`src/rtl/mem_pkg.sv`:
```
// Shared definitions for the memory arbiter: FSM state encoding and
// the grant indices used between the selector and the arbiter core.
package mem_pkg;

   typedef enum logic [1:0] {
      IDLE  = 2'd0,
      BUSY1 = 2'd1,
      BUSY2 = 2'd2
   } state_t;

   localparam logic [1:0] PORT_NONE = 2'd0;
   localparam logic [1:0] PORT_IF   = 2'd1;
   localparam logic [1:0] PORT_MA   = 2'd2;

endpackage

```
`src/rtl/arb_pick.sv`:
```
// Combinational grant selector: the load/store port (older instruction) wins a
// tie unless the fetch port has been starved, in which case fetch wins.
module arb_pick
   import mem_pkg::*;
(
   input  logic       i_req1,
   input  logic       i_req2,
   input  logic       i_starve,
   output logic [1:0] o_grant
);

   always_comb begin
      o_grant = PORT_NONE;
      if (i_req1 && i_req2) begin
         o_grant = i_starve ? PORT_IF : PORT_MA;
      end else if (i_req1) begin
         o_grant = PORT_IF;
      end else if (i_req2) begin
         o_grant = PORT_MA;
      end
   end

endmodule

```
`src/rtl/mem_arbiter.sv`:
```
// Shares the single memory slave port between instruction fetch (port 1) and
// load/store (port 2), one registered transfer at a time with a wait timeout.
module mem_arbiter
   import mem_pkg::*;
#(
   parameter int AW           = 64,
   parameter int DW           = 64,
   parameter int STARVE_LIMIT = 4,
   parameter int TIMEOUT      = 15
) (
   input  logic          CLK,
   input  logic          RESET,
   input  logic          HTRANS_1,
   input  logic [AW-1:0] HADDR_1,
   input  logic          HWRITE_1,
   input  logic [DW-1:0] HWDATA_1,
   output logic          HREADY_1,
   output logic [DW-1:0] HRDATA_1,
   output logic          HRESP_1,
   input  logic          HTRANS_2,
   input  logic [AW-1:0] HADDR_2,
   input  logic          HWRITE_2,
   input  logic [DW-1:0] HWDATA_2,
   output logic          HREADY_2,
   output logic [DW-1:0] HRDATA_2,
   output logic          HRESP_2,
   output logic          PSEL,
   output logic [AW-1:0] PADDR,
   output logic          HWRITE,
   output logic [DW-1:0] PDATA,
   input  logic          PREADY,
   input  logic [DW-1:0] PRDATA,
   output logic          stall
);

   localparam int WW = $clog2(TIMEOUT + 1);
   localparam int SW = $clog2(STARVE_LIMIT + 1);
   // Abort on the last allowed wait cycle so the error pulse lands TIMEOUT+1 cycles after grant.
   localparam logic [WW-1:0] WAIT_LAST  = WW'(TIMEOUT - 1);
   localparam logic [SW-1:0] STARVE_MAX = SW'(STARVE_LIMIT);

   state_t          r_state, w_state_next;
   logic            r_psel, w_psel_next;
   logic [AW-1:0]   r_paddr, w_paddr_next;
   logic            r_hwrite, w_hwrite_next;
   logic [DW-1:0]   r_pdata, w_pdata_next;
   logic            r_hready1, w_hready1_next, r_hready2, w_hready2_next;
   logic            r_hresp1, w_hresp1_next, r_hresp2, w_hresp2_next;
   logic [DW-1:0]   r_hrdata1, w_hrdata1_next, r_hrdata2, w_hrdata2_next;
   logic [WW-1:0]   r_wait, w_wait_next;
   logic [SW-1:0]   r_starve, w_starve_next;
   logic [1:0]      w_grant;
   logic            w_starved, w_finish, w_err, w_capture;
   logic [DW-1:0]   w_rdata;

   assign w_starved = (r_starve == STARVE_MAX);

   arb_pick u_pick (
      .i_req1   (HTRANS_1),
      .i_req2   (HTRANS_2),
      .i_starve (w_starved),
      .o_grant  (w_grant)
   );

   always_comb begin
      w_state_next   = r_state;
      w_psel_next    = r_psel;
      w_paddr_next   = r_paddr;
      w_hwrite_next  = r_hwrite;
      w_pdata_next   = r_pdata;
      w_hready1_next = 1'b0;
      w_hready2_next = 1'b0;
      w_hresp1_next  = 1'b0;
      w_hresp2_next  = 1'b0;
      w_hrdata1_next = r_hrdata1;
      w_hrdata2_next = r_hrdata2;
      w_wait_next    = r_wait;
      w_starve_next  = r_starve;
      w_finish       = 1'b0;
      w_err          = 1'b0;
      w_capture      = 1'b0;
      w_rdata        = '0;

      case (r_state)
         IDLE: begin
            if (w_grant == PORT_IF) begin
               w_state_next  = BUSY1;
               w_psel_next   = 1'b1;
               w_paddr_next  = HADDR_1;
               w_hwrite_next = HWRITE_1;
               w_pdata_next  = HWDATA_1;
               w_wait_next   = '0;
               w_starve_next = '0;
            end else if (w_grant == PORT_MA) begin
               w_state_next  = BUSY2;
               w_psel_next   = 1'b1;
               w_paddr_next  = HADDR_2;
               w_hwrite_next = HWRITE_2;
               w_pdata_next  = HWDATA_2;
               w_wait_next   = '0;
               if (!HTRANS_1) begin
                  w_starve_next = '0;
               end else if (!w_starved) begin
                  w_starve_next = r_starve + 1'b1;
               end
            end
         end
         BUSY1, BUSY2: begin
            if (PREADY) begin
               w_finish  = 1'b1;
               w_capture = !r_hwrite;
               w_rdata   = PRDATA;
            end else if (r_wait == WAIT_LAST) begin
               w_finish  = 1'b1;
               w_err     = 1'b1;
               w_capture = 1'b1;
            end else begin
               w_wait_next = r_wait + 1'b1;
            end
            if (w_finish) begin
               w_psel_next  = 1'b0;
               w_state_next = IDLE;
            end
         end
         default: w_state_next = IDLE;
      endcase

      // Route the completion to whichever master owns the transfer.
      if (w_finish && (r_state == BUSY1)) begin
         w_hready1_next = 1'b1;
         w_hresp1_next  = w_err;
         if (w_capture) w_hrdata1_next = w_rdata;
      end
      if (w_finish && (r_state == BUSY2)) begin
         w_hready2_next = 1'b1;
         w_hresp2_next  = w_err;
         if (w_capture) w_hrdata2_next = w_rdata;
      end
   end

   always_ff @(posedge CLK) begin
      if (!RESET) begin
         r_state   <= IDLE;
         r_psel    <= 1'b0;
         r_paddr   <= '0;
         r_hwrite  <= 1'b0;
         r_pdata   <= '0;
         r_hready1 <= 1'b0;
         r_hready2 <= 1'b0;
         r_hresp1  <= 1'b0;
         r_hresp2  <= 1'b0;
         r_hrdata1 <= '0;
         r_hrdata2 <= '0;
         r_wait    <= '0;
         r_starve  <= '0;
      end else begin
         r_state   <= w_state_next;
         r_psel    <= w_psel_next;
         r_paddr   <= w_paddr_next;
         r_hwrite  <= w_hwrite_next;
         r_pdata   <= w_pdata_next;
         r_hready1 <= w_hready1_next;
         r_hready2 <= w_hready2_next;
         r_hresp1  <= w_hresp1_next;
         r_hresp2  <= w_hresp2_next;
         r_hrdata1 <= w_hrdata1_next;
         r_hrdata2 <= w_hrdata2_next;
         r_wait    <= w_wait_next;
         r_starve  <= w_starve_next;
      end
   end

   assign PSEL     = r_psel;
   assign PADDR    = r_paddr;
   assign HWRITE   = r_hwrite;
   assign PDATA    = r_pdata;
   assign HREADY_1 = r_hready1;
   assign HREADY_2 = r_hready2;
   assign HRESP_1  = r_hresp1;
   assign HRESP_2  = r_hresp2;
   assign HRDATA_1 = r_hrdata1;
   assign HRDATA_2 = r_hrdata2;
   assign stall    = (HTRANS_1 & ~r_hready1) | (HTRANS_2 & ~r_hready2);

endmodule

```
`config.mk`:
```
export PLATFORM = sky130hd
export DESIGN_NAME = mem_arbiter
export DESIGN_NICKNAME = d
export VERILOG_FILES = /design/src/rtl/mem_pkg.sv /design/src/rtl/arb_pick.sv /design/src/rtl/mem_arbiter.sv
export SDC_FILE = /design/constraint.sdc
export NUM_CORES = 1
export LEC_CHECK = 0
export BUFFER_PORTS_ARGS = -buffer_cell sky130_fd_sc_hd__buf_2
export CORE_AREA = 2 2 228 230
export CTS_CLUSTER_DIAMETER = 120
export DETAILED_ROUTE_END_ITERATION = 10
export DIE_AREA = 0 0 230 232
export GPL_ROUTABILITY_DRIVEN = 0
export SETUP_SLACK_MARGIN = 0.4
export SLEW_MARGIN = 20
export SYNTH_ARGS = -nofsm -noshare
export SYNTH_HDL_FRONTEND = slang
export SYNTH_SLANG_ARGS = --single-unit
```
`constraint.sdc`:
```
create_clock -name CLK -period 2.3 [get_ports CLK]
set_clock_uncertainty 0.2 [all_clocks]
set_input_delay 0.46 -clock CLK [delete_from_list [all_inputs] [get_ports CLK]]
set_output_delay 0.46 -clock CLK [all_outputs]
set_load 0.01 [all_outputs]
```
==> flow_summary.toml, run 1 <==
[status]
outcome = "completed"

[critical_path]
worstPathRequired_ns = 2.62
r2r-start = "r_wait[0]"
cp_num_cells = 11
path_class = "flip-flop to flip-flop"
cp_cell_sequence = "inv_2, ha_4, and4b_2, o211ai_1, buf_4, buf_6, buf_6, buf_8, buf_8, nand3_1, o21ai_2"
slowest_delay_ns = 0.35
start_kind = "flip-flop"
worst-path-max-fanout = 5
r2r_slack_ns = 0.27
startpoint = "r_wait[0]"
r2r_cells = 11
cp.arrival_ns = 2.36
critPathTopFamily = "buffers and inverters"
path_buf_inv = 6
crit_slowest_cell = "dfxtp_2"
end_kind = "flip-flop"
rr_endpoint = "HRDATA_2[21]"

[synth]
syn_nets = 1494
yosys.area.top_type = "dfxtp_1"
ys_ff_latch = 271
yosys-top-cells-count = "dfxtp_1 (271), o21ai_0 (260), a21oi_1 (135), nand3_1 (131), mux2i_1 (129)"
yosysSeqAreaShare_pct = 51.5
synth_most_common_cell = "dfxtp_1"
synth.area.top_cells = "dfxtp_1 (51%), o21ai_0 (12%), mux2i_1 (12%), a21oi_1 (6.4%), nand3_1 (6.2%)"
syn_area_per_cell_um2 = 9.10
ys_types = 38
synth_area_um2 = 10500
synthArstFlopShare_pct = 0
synth_ff_type = "dfxtp_1"
synthCells = 1158
synth_top_area_share_pct = 51.5
ys_warn_count = 0
synth_edf_count = 0

[detailed_routing]
drt_wl_total_mm = 49.5
wl_per_cell_um = 17.6
viasPerCell = 4.57
drtAntennaViolNets = 0
vias = 12900
drt_iter0_drc = 777
dr.pass1.iters = 5
drc = 0

[hold_path]
hold-path-endpoint = "PADDR[35]"
hp-start = "HADDR_1[35]"
whs_path_depth = 3
hp-class = "input pin to flip-flop"

[power_and_ir_drop]
p_total_w = 0.0130
cellPowerDensity_nw_per_um2 = 628
leakage_nw = 9.57
vdd_ir_drop_max_mv = 0.427

[clock_tree]
cts_tree = "built"
clkLatencyLatePin_ns = 0.59
cts.reportedPaths.clkPinSlew_ns = 0.06
clockRootBuffer = "clkbuf_16"
cts_buffers = 31
htreeDepth = 1
clock_path_buffers = 3
cts_sinks = 271

[sta]
relSlewSlack_pct = 59.2
rsz0062_at_grt = "yes"
fmax_ghz = 0.491
setup_viol = 0
min_period_ns = 2.03
finalHoldViolCount = 0
setup_tns_ns = 0
worst_pin_slew_ns = 0.613
drv_slew = 0
fin_crit_sh_pct = 88.5

[final_layout]
nets = 2443
drive_gt1_share_pct = 41.1
n_fill_cell = 4733
syn2layout_area_growth_pct = 95.5
final_area_um2 = 20600
postLayoutCoreUtil_pct = 40.5

[global_route]
grt_pass1_wl_mm = 70.1
gr-total-overflow = 0
antenna_found_initial = 3
grt_usage_pct = 16.4
grt_max_degree = 120
grt_pass1_vias = 12900

[floorplan]
io_pins = 590
die_w_um = 230
die_y_um = 232
initial_utilization_pct = 20.7
rows = 83
coreArea_um2 = 50900
die-area_um2 = 53400

[placement]
dpl_cell_area_um2 = 14500
dp_hpwl_mm = 26.9
port_buffers = 589

[flow_run]
maxCapViolCount = 0
## final cells by class
class	instances	area [um2]	share of cell area, %
well taps	680	851	4.13
flip-flops and latches	271	5430	26.4
clock inverters	11	128	0.619
inverters	8	30.0	0.146
diodes	3	7.51	0.0364
multi-input cells	772	5120	24.9
clock buffers	46	932	4.52
repair buffers	1023	8110	39.3
## cells by family after synthesis
logic type	count (synthesis)	share of synthesized area (%)
AO/OA/AOI/OAI	410	19.8
adder cells (fa/ha/maj)	9	1.07
buffers and inverters	115	5.32
flip-flops	271	51.5
multiplexers	130	12.4
AND/OR/NAND/NOR	223	9.96
## worst min-delay path, stage by stage
cell and delay, ns:
buf_2 0.08, mux2i_1 0.06, a21oi_1 0.15
## registers in the layout, summed over array words and instances, names as in the netlist
register  cells
PSEL          1
r_wait        4
HREADY_1      1
PDATA        64
HRESP_1       1
HWRITE        1
HRDATA_1     64
HREADY_2      1
PADDR        64
r_starve      3
r_state       2
HRESP_2       1
HRDATA_2     64
## through the flow
step	std cells	worst slack [ns]	hold WS, ns
floorplan	1158	0.387	0.249
global route	2813	0.186	0.00572
global placement	2376	0.166	0.251
finish	2814	0.265	0.0181
detailed placement	2376	0.0974	0.256
CTS	2788	0.292	0.00403
## timing repair
item	in CTS	in global routing
hold endpoints to repair	251	1
endpoints found under the setup margin	254	254
hold buffers	302	1
pin swaps	66	69
gates resized for setup	149	150
setup buffers	38	12
cloned	15	10
## power breakdown
group          internal [W]  switching (W)
logic               0.00138        0.00132
clock network       0.00303        0.00206
registers           0.00501       0.000161
total               0.00942        0.00354
## placed cells by master (no fill, tap or decap), types with 6 or more instances in the layout
master           n
o21ai_0        193
dfxtp_1        264
buf_4           37
buf_16          16
buf_12          32
buf_2          587
clkinv_2         6
o21ai_1         52
buf_8           26
nand2_1         70
dfxtp_2          7
clkbuf_16       41
o21ai_2         16
a21oi_1        126
nand3_1        110
nand3_2         20
mux2i_1        100
nor2_1           7
buf_6           12
a21oi_2          9
mux2i_2         15
clkbuf_8        10
dlygate4sd3_1  303
ha_1             6
mux2i_4         14
## per-layer routing
metal | GRT usage (%) | routed length [um] | vias to the layer above
li1 | - | - | 6036
met1 | 18.8 | 19200 | 6031
met2 | 28.2 | 24000 | 627
met3 | 4.43 | 4040 | 176
met4 | 7.90 | 2240 | 2
met5 | 0 | 10 | -
## worst max-delay path by stage
| stage | endpoint | slack [ns] |
|---|---|---|
| global route | HRDATA_2[54] | 0.19 |
| global placement | PDATA[9] | 0.17 |
| finish | HRDATA_2[21] | 0.27 |
| floorplan | r_wait[0] | 0.39 |
| detailed placement | PDATA[9] | 0.1 |
| CTS | HRDATA_1[3] | 0.29 |
No activity file was read; power rests on OpenSTA's default activity.
==> inputs of run 2 (changes only) <==
Clock period 2.3 ns to 1.65 ns, I/O delays scaled along.
==> run 2 against run 1 <==
The flow now finishes with violations (setup timing). Sequential power up 39%. Power up 43%. Final area rose by 0.23%. Critical path type unchanged. Critical endpoint is now HRDATA_2[55].
==> flow_summary.toml, run 2 (synthesized netlist as in run 1, its figures left out) <==
[final_layout]
postLayoutCoreUtil_pct = 40.6
syn2layout_area_growth_pct = 96.0
layout_common_cells = "buf_2 (588), dlygate4sd3_1 (323), dfxtp_1 (265), o21ai_0 (187), a21oi_1 (121)"
drive_gt1_share_pct = 42.2
final_common_cell = "buf_2"
nets = 2457

[power_and_ir_drop]
p_clk_share_pct = 39.9
cellInternalPower_w = 0.0135
cellPowerDensity_nw_per_um2 = 899
switching_share_pct = 27.5
switching_power_w = 0.00510
vdd_ir_drop_max_mv = 0.729
combPwrFrac_pct = 21.4
seqPwrFrac_pct = 38.8
leakage_nw = 9.41

[sta]
worst_pin_slew_ns = 0.560
fmax_ghz = 0.504
finalHoldViolCount = 0
hold_slack_ns = 0.0407
setup_tns_ns = -58.60
setup_ws_ns = -0.333
relSlewSlack_pct = 62.6
setup_viol = 266
rsz0062_at_grt = "yes"
fin_crit_sh_pct = 120
min_period_ns = 1.98
drv_slew = 0

[global_route]
antenna_found_initial = 5
grt_usage_pct = 16.6
grt_pass1_wl_mm = 70.8
grt_pass1_vias = 13100
grt_max_degree = 119
gr-total-overflow = 0

[clock_tree]
cts_sinks = 271
cts_tree = "built"
cts_buffers = 31
clock_path_buffers = 3
htreeDepth = 1
clockRootBuffer = "clkbuf_16"
clkLatencyLatePin_ns = 0.58
cts.reportedPaths.clkPinSlew_ns = 0.06

[critical_path]
worstPathRequired_ns = 1.96
slowest_delay_ns = 0.34
path_class = "flip-flop to flip-flop"
start_kind = "flip-flop"
cp_cell_sequence = "inv_2, ha_4, and4b_2, o211ai_1, buf_4, buf_12, buf_6, buf_16, nand3_2, o21ai_2"
path_buf_inv = 5
crit_slowest_cell = "dfxtp_2"
cp.arrival_ns = 2.30
critPathTopFamily = "buffers and inverters"
end_kind = "flip-flop"
worst-path-max-fanout = 10

[floorplan]
die_y_um = 232
coreArea_um2 = 50900
rows = 83
die-area_um2 = 53400
die_w_um = 230
initial_utilization_pct = 20.7
io_pins = 590

[detailed_routing]
drtAntennaViolNets = 0
wl_per_cell_um = 18.4
dr.pass1.iters = 5
vias = 13200
drc = 0
drt_iter0_drc = 632
viasPerCell = 4.65
drt_wl_total_mm = 52.0

[placement]
dp_hpwl_mm = 29.9
dpl_worst_slack_ns = -0.287
port_buffers = 589

[hold_path]
hp-class = "input pin to flip-flop"

[flow_run]
maxCapViolCount = 0

[status]
violations = "setup timing"
outcome = "finished with violations"
## run 2: worst min-delay path, stage by stage
cell	delay (ns)
buf_6	0.11
buf_12	0.17
o21ai_0	0.11
a21oi_1	0.04
## run 2: area by class of cell
| cell class | count | area (um2) |
|---|---|---|
| antenna | 3 | 7.51 |
| clock buffer | 43 | 871 |
| clock inverter | 15 | 230 |
| fill | 4751 | 30200 |
| inverter | 8 | 30.0 |
| multi-input combinational | 774 | 5350 |
| sequential | 271 | 5430 |
| tap | 680 | 851 |
| timing repair buffer | 1035 | 7890 |
## run 2: through the flow
step,area [um2],total power [W],instances
floorplan,11000,0.00870,1158
global placement,14900,0.00997,2412
detailed placement,14900,0.0100,2412
CTS,19500,0.0181,2803
global route,20700,0.0193,2828
finish,20700,0.0186,2829
## run 2: final timing paths
path                                     end  cells after the start          from  slack (ns)
worst max register to register  HRDATA_2[55]                     10     r_wait[0]       -0.33
worst min-delay path               PDATA[60]                      4         RESET        0.04
worst min register to register  HRDATA_2[53]                      2  HRDATA_2[53]        0.25
worst max-delay path            HRDATA_2[55]                     10     r_wait[0]       -0.33
## run 2: routing by layer
metal / share of wire, % / global-route usage, % / up-vias
li1: - / - / 6073
met1: 37 / 17.8 / 6117
met2: 48 / 28.8 / 698
met3: 7.5 / 4.48 / 271
met4: 6.7 / 10.8 / 4
met5: 0.052 / 0 / -
## run 2: repair_timing
item                                    4_1_cts  5_1_grt
pin swaps                                     5       31
gates resized for setup                      68      194
endpoints found under the setup margin      534      534
endpoints found under the hold margin       258        0
hold buffers                                323        0
cloned                                        3       15
buffers inserted                              7        8
## run 2: power by group through the flow
| stage | sequential (W) | clock, W | combinational, W |
|---|---|---|---|
| 2_1_floorplan | 0.00752 | 0 | 0.00118 |
| 3_3_place_gp | 0.00730 | 0 | 0.00267 |
| 3_5_place_dp | 0.00731 | 0 | 0.00272 |
| 4_1_cts | 0.00718 | 0.00754 | 0.00341 |
| 5_1_grt | 0.00724 | 0.00782 | 0.00422 |
| 6_report | 0.00720 | 0.00740 | 0.00397 |
==> inputs of run 3 (changes only) <==
Settings changed: PLACE_DENSITY from default to 0.5.
==> run 3 against run 2 <==
The flow still finishes with violations (setup timing). Largest cell class unchanged. Setup slack improved by 0.038 ns. Fmax increased by 2.0%. Routed wire length decreased by 1.8%. Flip-flop and latch count unchanged. First-iteration DRC count decreased by 9.7%. Final area increased by 7.7%. Worst hold slack improved by 0.0065 ns. Clock power decreased by 0.8%.
==> flow_summary.toml, run 3 (synthesized netlist as in run 1, its figures left out) <==
[global_route]
grt_pass1_wl_mm = 69.7
grt_pass1_vias = 12900
gr-total-overflow = 0
grt_usage_pct = 16.3
grt_max_degree = 122
antenna_found_initial = 4

[critical_path]
startpoint = "r_starve[0]"
slowest_delay_ns = 0.34
crit_slowest_cell = "dfxtp_2"
r2r_slack_ns = -0.29
cp_cell_sequence = "inv_2, ha_4, a21bo_4, buf_12, nand2_8, buf_6, mux2i_1, a21oi_1"
rr_endpoint = "PADDR[47]"
worst-path-max-fanout = 6
r2r_cells = 8
endpoint = "PADDR[47]"
start_kind = "flip-flop"
end_kind = "flip-flop"
worstPathRequired_ns = 1.90
cp.arrival_ns = 2.19
r2r-start = "r_starve[0]"
path_class = "flip-flop to flip-flop"

[clock_tree]
htreeDepth = 1
clock_path_buffers = 3
clkLatencyLatePin_ns = 0.56
cts_buffers = 31
cts.reportedPaths.clkPinSlew_ns = 0.06
cts_sinks = 271
cts_tree = "built"
clockRootBuffer = "clkbuf_16"

[placement]
dp.cells = 2422
dp_hpwl_mm = 30.2
dpl_worst_slack_ns = -0.257
port_buffers = 589

[sta]
fmax_ghz = 0.514
relSlewSlack_pct = 64.5
worst_pin_slew_ns = 0.533
setup_viol = 262
fin_crit_sh_pct = 118
setup_ws_ns = -0.295
rsz0062_at_grt = "yes"
finalHoldViolCount = 0
min_period_ns = 1.94
drv_slew = 0
hold_slack_ns = 0.0472

[floorplan]
io_pins = 590
initial_utilization_pct = 20.7
die_w_um = 230
coreArea_um2 = 50900
die_y_um = 232
rows = 83
die-area_um2 = 53400

[hold_path]
hp-class = "input pin to flip-flop"

[detailed_routing]
met1Wirelength_mm = 20.0
drc = 0
drtAntennaViolNets = 0
dr.max_layer_used = "met4"
met2WireLength_mm = 25.1
dr.pass1.iters = 5
vias = 13000
wl_per_cell_um = 17.8
viasPerCell = 4.51
met3WireLength_mm = 3.13
drt_iter0_drc = 571
drt_wl_total_mm = 51.1

[power_and_ir_drop]
vdd_ir_drop_max_mv = 0.697
leakage_nw = 9.83
cellPowerDensity_nw_per_um2 = 841

[final_layout]
n_fill_cell = 4665
nets = 2501
syn2layout_area_growth_pct = 111
layout_common_cells = "buf_2 (488), dlygate4sd3_1 (322), dfxtp_1 (166), o21ai_0 (156), buf_6 (125)"
postLayoutCoreUtil_pct = 43.7
final_common_cell = "buf_2"
instances_no_fill = 2873
multi_input_area_um2 = 5680
seqCellArea_um2 = 5570
drive_gt1_share_pct = 49.7

[status]
violations = "setup timing"
outcome = "finished with violations"

[flow_run]
maxCapViolCount = 0
==> run 3: cell count changes in the layout (fill, tap and decap cells not counted), moves of 11 or more <==
| cell | delta |
|---|---|
| buf_6 | +104 |
| dfxtp_2 | +94 |
| o21ai_1 | +44 |
| a21oi_1 | -12 |
| nand3_2 | +29 |
| buf_4 | +32 |
| mux2i_2 | -11 |
| buf_2 | -100 |
| o21ai_2 | -13 |
| nand3_1 | -29 |
| o21ai_0 | -31 |
| a21oi_2 | +11 |
| mux2i_4 | +13 |
| dfxtp_1 | -99 |
==> run 3: worst min path at each step <==
stage / depth (start not counted) / start / end
6_report: 4 / RESET / HRDATA_2[59]
5_1_grt: 4 / RESET / HRDATA_2[59]
4_1_cts: 4 / RESET / HRDATA_1[55]
3_5_place_dp: 2 / HRDATA_1[51] / HRDATA_1[51]
3_3_place_gp: 2 / HRDATA_1[62] / HRDATA_1[62]
2_1_floorplan: 2 / r_starve[0] / r_starve[0]
==> run 3: final cells by class <==
type / instances / area share, %
clock buffer: 42 / 4.03
inverter: 8 / 0.135
clock inverter: 16 / 0.956
multi-input combinational: 776 / 25.5
timing repair buffer: 1077 / 40.5
antenna: 3 / 0.0337
sequential: 271 / 25.0
tap: 680 / 3.82
==> run 3: metal layers <==
layer,track usage (%),up-vias
met1,18.5,5971
met2,28.2,597
met4,8.57,0
li1,-,6181
met3,3.97,210
met5,0,-
==> run 3: timing repair <==
item	in CTS	in global routing
endpoints found under the hold margin	256	0
pin swaps	21	83
resized for setup	111	465
cloned	6	20
hold buffers	322	0
buffers inserted	5	37
setup endpoints to repair	534	534
==> run 3: critical path: cells and delay by family (launching register included) <==
| family | cells | cell delay, ns |
|---|---|---|
| fa+ha+maj | 1 | 0.15 |
| buf+inv | 3 | 0.37 |
| simple gates | 1 | 0.12 |
| mux | 1 | 0.24 |
| compound gates | 2 | 0.40 |
| flops | 1 | 0.34 |
==> run 3: power by group <==
part           internal, W  switching [W]  total [W]
clock              0.00445        0.00289    0.00734
combinational      0.00217        0.00197    0.00414
sequential         0.00700       0.000238    0.00724
==> run 3: per-stage QoR <==
step                      power [W]  TNS, ns  cell area [um2]
after floorplan             0.00870   -13.09            11000
after global placement       0.0101   -37.41            15000
final                        0.0187   -53.25            22300
after global routing         0.0195   -71.41            22300
after detailed placement     0.0101   -43.97            15000
after CTS                    0.0182   -40.26            19900
